$ cat src/rtl/seg_scan_pkg.sv
// rtl/seg_scan_pkg.sv - shared constants for the multiplexed 7-segment scanner
// Glyphs are active-low {g,f,e,d,c,b,a}.
package seg_scan_pkg;

   localparam logic [6:0] SEG_OFF = 7'h7F;
   localparam logic [7:0] AN_OFF  = 8'hFF;

   localparam logic [6:0] GLYPH_TABLE [16] = '{
      7'h40, 7'h79, 7'h24, 7'h30, 7'h19, 7'h12, 7'h02, 7'h78,
      7'h00, 7'h10, 7'h08, 7'h03, 7'h46, 7'h21, 7'h06, 7'h0E
   };

endpackage

$ cat src/rtl/seg7_decode.sv
// rtl/seg7_decode.sv - 4-bit hex value to active-low 7-segment glyph
module seg7_decode
   import seg_scan_pkg::*;
(
   input  logic [3:0] value_i,
   output logic [6:0] glyph_o
);

   assign glyph_o = GLYPH_TABLE[value_i];

endmodule

$ cat src/rtl/seg_scan.sv
// rtl/seg_scan.sv - time-multiplexed 7-segment scanner with per-frame digit snapshot
// Optional leading-zero blanking when SEG_SCAN_LZB_EN is defined.
module seg_scan
   import seg_scan_pkg::*;
#(
   parameter int NUM_DIGITS = 4,
   parameter int SCAN_DIV   = 50000
) (
   input  logic                    clk,
   input  logic                    rst_n,
   input  logic [4*NUM_DIGITS-1:0] digits_i,
   input  logic [NUM_DIGITS-1:0]   dp_i,
   output logic [NUM_DIGITS-1:0]   an_o,
   output logic [6:0]              seg_o,
   output logic                    dp_o
);

   localparam int CNT_W = $clog2(SCAN_DIV);
   localparam int IDX_W = (NUM_DIGITS > 1) ? $clog2(NUM_DIGITS) : 1;
   localparam logic [CNT_W-1:0] CNT_LAST = CNT_W'(SCAN_DIV - 1);
   localparam logic [IDX_W-1:0] IDX_LAST = IDX_W'(NUM_DIGITS - 1);

   logic [CNT_W-1:0]        cnt_q, cnt_d;
   logic [IDX_W-1:0]        idx_q, idx_d;
   logic [4*NUM_DIGITS-1:0] snap_d_q, snap_d_d;
   logic [NUM_DIGITS-1:0]   snap_dp_q, snap_dp_d;
   logic [NUM_DIGITS-1:0]   an_q, an_d;
   logic [6:0]              seg_q, seg_d;
   logic                    dp_q, dp_d;

   logic [3:0] cur_digit;
   logic [6:0] cur_glyph;
   logic       digit_blank;

   assign cur_digit = snap_d_q[{idx_q, 2'b00} +: 4];

   seg7_decode u_decode (
      .value_i (cur_digit),
      .glyph_o (cur_glyph)
   );

`ifdef SEG_SCAN_LZB_EN
   logic [NUM_DIGITS-1:0] blank;
   logic                  lead_zero;

   // Walk down from the most significant digit; digit 0 is never blanked.
   always_comb begin
      blank     = '0;
      lead_zero = 1'b1;
      for (int i = NUM_DIGITS - 1; i >= 1; i--) begin
         lead_zero = lead_zero & (snap_d_q[4*i +: 4] == 4'h0);
         blank[i]  = lead_zero;
      end
   end

   assign digit_blank = blank[idx_q];
`else
   assign digit_blank = 1'b0;
`endif

   always_comb begin
      cnt_d     = (cnt_q == CNT_LAST) ? '0 : cnt_q + 1'b1;
      idx_d     = idx_q;
      snap_d_d  = snap_d_q;
      snap_dp_d = snap_dp_q;
      if (cnt_q == CNT_LAST) begin
         idx_d = (idx_q == IDX_LAST) ? '0 : idx_q + 1'b1;
         // Frame boundary: inputs are sampled once so a frame never tears.
         if (idx_q == IDX_LAST) begin
            snap_d_d  = digits_i;
            snap_dp_d = dp_i;
         end
      end

      an_d  = AN_OFF[NUM_DIGITS-1:0];
      seg_d = SEG_OFF;
      dp_d  = 1'b1;
      // cnt==0 is a dark guard cycle so the previous digit does not ghost.
      if (cnt_q != '0) begin
         an_d[idx_q] = 1'b0;
         seg_d       = digit_blank ? SEG_OFF : cur_glyph;
         dp_d        = ~snap_dp_q[idx_q];
      end
   end

   always_ff @(posedge clk or negedge rst_n) begin
      if (!rst_n) begin
         cnt_q     <= '0;
         idx_q     <= '0;
         snap_d_q  <= '0;
         snap_dp_q <= '0;
         an_q      <= AN_OFF[NUM_DIGITS-1:0];
         seg_q     <= SEG_OFF;
         dp_q      <= 1'b1;
      end else begin
         cnt_q     <= cnt_d;
         idx_q     <= idx_d;
         snap_d_q  <= snap_d_d;
         snap_dp_q <= snap_dp_d;
         an_q      <= an_d;
         seg_q     <= seg_d;
         dp_q      <= dp_d;
      end
   end

   assign an_o  = an_q;
   assign seg_o = seg_q;
   assign dp_o  = dp_q;

endmodule
$ cat config.mk
export PLATFORM = sky130hd
export DESIGN_NAME = seg_scan
export DESIGN_NICKNAME = d
export VERILOG_FILES = /design/src/rtl/seg_scan_pkg.sv /design/src/rtl/seg7_decode.sv /design/src/rtl/seg_scan.sv
export SDC_FILE = /design/constraint.sdc
export NUM_CORES = 1
export LEC_CHECK = 0
export CAP_MARGIN = 40
export CORE_UTILIZATION = 57
export CTS_BUF_LIST = sky130_fd_sc_hd__clkbuf_8
export DETAILED_ROUTE_END_ITERATION = 7
export PLACE_DENSITY = 0.82
export SYNTH_ARGS = -nofsm -noshare
export SYNTH_HDL_FRONTEND = slang
export SYNTH_SLANG_ARGS = --single-unit
$ cat constraint.sdc
create_clock -name clk -period 2.4 [get_ports clk]
set_input_delay 0.72 -clock clk [delete_from_list [all_inputs] [get_ports clk]]
set_output_delay 0.72 -clock clk [all_outputs]
set_load 0.005 [all_outputs]
==> flow_summary.json <==
{
  "cts_root_buf": "clkbuf_8",
  "drv_cap": 0,
  "netlist_area_mm2": 0.002494,
  "cts_resized": 0,
  "dieHeight_um": 68.14,
  "rrSetupSlack_ns": 0.30,
  "rr_endpoint": "seg_o[5]$_DFF_PN1_",
  "crit_type": "reg2reg",
  "hold_viol": 0,
  "yosys_warnings": 0,
  "synth_fp_nets": 227,
  "ys_types": 38,
  "clockBufferDepth": 2,
  "cts_buffers": 5,
  "final_max_slew_viol_count": 0,
  "post-route-period-util_pct": 87.62,
  "top_level_ports": 34,
  "setup_viol": 0,
  "reg2reg_from": "idx_q[0]$_DFFE_PN0N_",
  "area_growth_pct": 19.62,
  "drtIter0Drc": 93,
  "vias_per_cell": 5.774,
  "setup.worst_path.end_class": "flip-flop",
  "totalNegativeSetupSlack_ns": 0,
  "final_common_cell": "dfrtp_1",
  "relSlewSlack_pct": 61.57,
  "drive_gt1_share_pct": 25.33,
  "post-place-cells": 271,
  "grt_max_degree": 27,
  "final_cell_mix": "dfrtp_1, clkdlybuf4s50_1, mux2_4",
  "clkLatencyLatePin_ns": 0.31,
  "cts.sinks": 50,
  "max_freq_mhz": 475.6,
  "min_period_ns": 2.103,
  "irDropWorstVdd_uv": 377.3,
  "final_antenna_net_count": 0,
  "ff2ff_path_depth": 5,
  "finalNetCount": 262,
  "cp.required_ns": 2.59,
  "cp-start-kind": "flip-flop",
  "grt_first_pass_wirelength_um": 7679,
  "start_util_pct": 61.02,
  "tightest_slew_ns": 0.5764,
  "gp_congestion": 0.8696,
  "p_leak_nw": 1.362,
  "synth_seq_cells": 50,
  "skew_ns": 0.009045,
  "avgRoutedWirePerCell_um": 16.07,
  "min_path_type": "in2async",
  "outcome": "completed",
  "grt_pass1_vias": 1597,
  "critical_path.max_fanout": 10,
  "drt-total-wl_um": 4484,
  "cts_tree": "yes",
  "post_cts.repair.setup_buffers": 0,
  "die_w_um": 68.14,
  "cp.arrival_ns": 2.29,
  "clk_pin_slew_ns": 0.09,
  "io_buffers": 33,
  "fin_cells": 279,
  "dp_hpwl_um": 3255,
  "die_area_mm2": 0.004643,
  "diodes": 0,
  "ys_seq_area_share_pct": 50.78,
  "rows": 23,
  "firstDrtPassIters": 6,
  "routed-via-count": 1611,
  "drc": 0,
  "overflow": 0,
  "rsz0062_at_grt": "false",
  "track_usage_pct": 23.42,
  "powerDensity_mw_per_mm2": 550.6,
  "syn_avg_cell_area_um2": 12.92,
  "grt_antenna_before_repair": 0,
  "syn_inst": 193,
  "design.core.area_mm2": 0.004086,
  "cts.htree.levels": 2,
  "hold_buffers": 0
}
logic make-up after synthesis:
logic type,after synthesis,share of synthesized area (%)
flops,50,50.78
compound gates,10,2.760
fa+ha+maj,12,6.021
buf+inv,19,3.612
xor+xnor,13,4.566
mux,32,19.57
simple gates,57,12.70
metal layers:
layer	share of wire, %	up-vias	track usage (%)
li1	-	747	-
met1	45	794	32.60
met2	49	62	36.03
met3	4.8	8	5.500
met4	1.6	0	7.813
met5	0	-	0
synth_stat cells, drive strengths merged:
cell / number / area share (%)
mux2i: 3 / 1.2
o22ai: 1 / 0.25
o311ai: 1 / 0.35
nand3: 7 / 1.4
o211ai: 3 / 0.90
nor4b: 1 / 0.35
clkbuf: 3 / 0.45
nor2: 12 / 1.8
xnor2: 7 / 2.5
a21oi: 2 / 0.40
nor3: 4 / 0.80
xor2: 6 / 2.1
o31ai: 1 / 0.30
and4: 1 / 0.35
nand2b: 2 / 0.50
ha: 12 / 6.0
mux4: 5 / 4.5
inv: 11 / 1.7
or4: 2 / 0.75
o221ai: 1 / 0.35
and3: 1 / 0.25
nor2b: 1 / 0.25
dfstp: 12 / 13
or4b: 2 / 0.80
nand2: 14 / 2.2
nor4: 4 / 1.6
nand4b: 1 / 0.35
mux2: 24 / 14
buf: 5 / 1.5
o21ai: 1 / 0.20
dfrtp: 38 / 38
nand4: 5 / 1.3
worst max-delay path: stages (launching register included):
cell and delay, ns:
dfrtp_2 0.55, mux4_2 0.63, ha_1 0.29, mux2_2 0.28, nand2_1 0.06, o311ai_0 0.17
how the worst max path moves through the flow:
stage | startpoint | cells past startpoint | endpoint
after CTS | idx_q[0]$_DFFE_PN0N_ | 5 | seg_o[5]$_DFF_PN1_
after global routing | idx_q[0]$_DFFE_PN0N_ | 5 | seg_o[5]$_DFF_PN1_
final | idx_q[0]$_DFFE_PN0N_ | 5 | seg_o[5]$_DFF_PN1_
after floorplan | cnt_q[12]$_DFF_PN0_ | 4 | idx_q[0]$_DFFE_PN0N_
after detailed placement | idx_q[0]$_DFFE_PN0N_ | 5 | seg_o[5]$_DFF_PN1_
after global placement | idx_q[0]$_DFFE_PN0N_ | 5 | seg_o[5]$_DFF_PN1_
report_power, final:
part	internal (mW)	total, mW	switching, mW	leakage [nW]
Combinational	0.0946	0.153	0.0582	0.718
Clock	0.310	0.598	0.288	0.0504
Sequential	0.879	0.892	0.0130	0.594
cell type report:
class | count | area, um2
clock inverters | 3 | 45.04
well taps | 50 | 62.56
fillers | 268 | 1104
clock buffers | 5 | 68.82
repair buffers | 36 | 360.3
inverters | 11 | 41.29
multi-input cells | 124 | 1137
flip-flops and latches | 50 | 1267
registers in the layout (all words and copies together) (netlist names):
register and cells:
an_o 4, cnt_q 16, dp_o 1, idx_q 2
seg_o 7, snap_d_q 16, snap_dp_q 4
metrics by stage:
stage / utilization [%] / hold slack [ns] / power [mW] / setup slack, ns / cell area, um2
detailed placement: 70.18 / 0.4885 / 1.061 / 0.1713 / 2868
global route: 72.99 / 0.4276 / 1.712 / 0.1812 / 2983
finish: 72.99 / 0.3994 / 1.642 / 0.2972 / 2983
CTS: 72.96 / 0.4079 / 1.650 / 0.1579 / 2982
global placement: 70.18 / 0.4839 / 1.051 / 0.2771 / 2868
floorplan: - / 0.4244 / 0.9698 / 0.4251 / 2494
(Power assumes the default switching activity.)
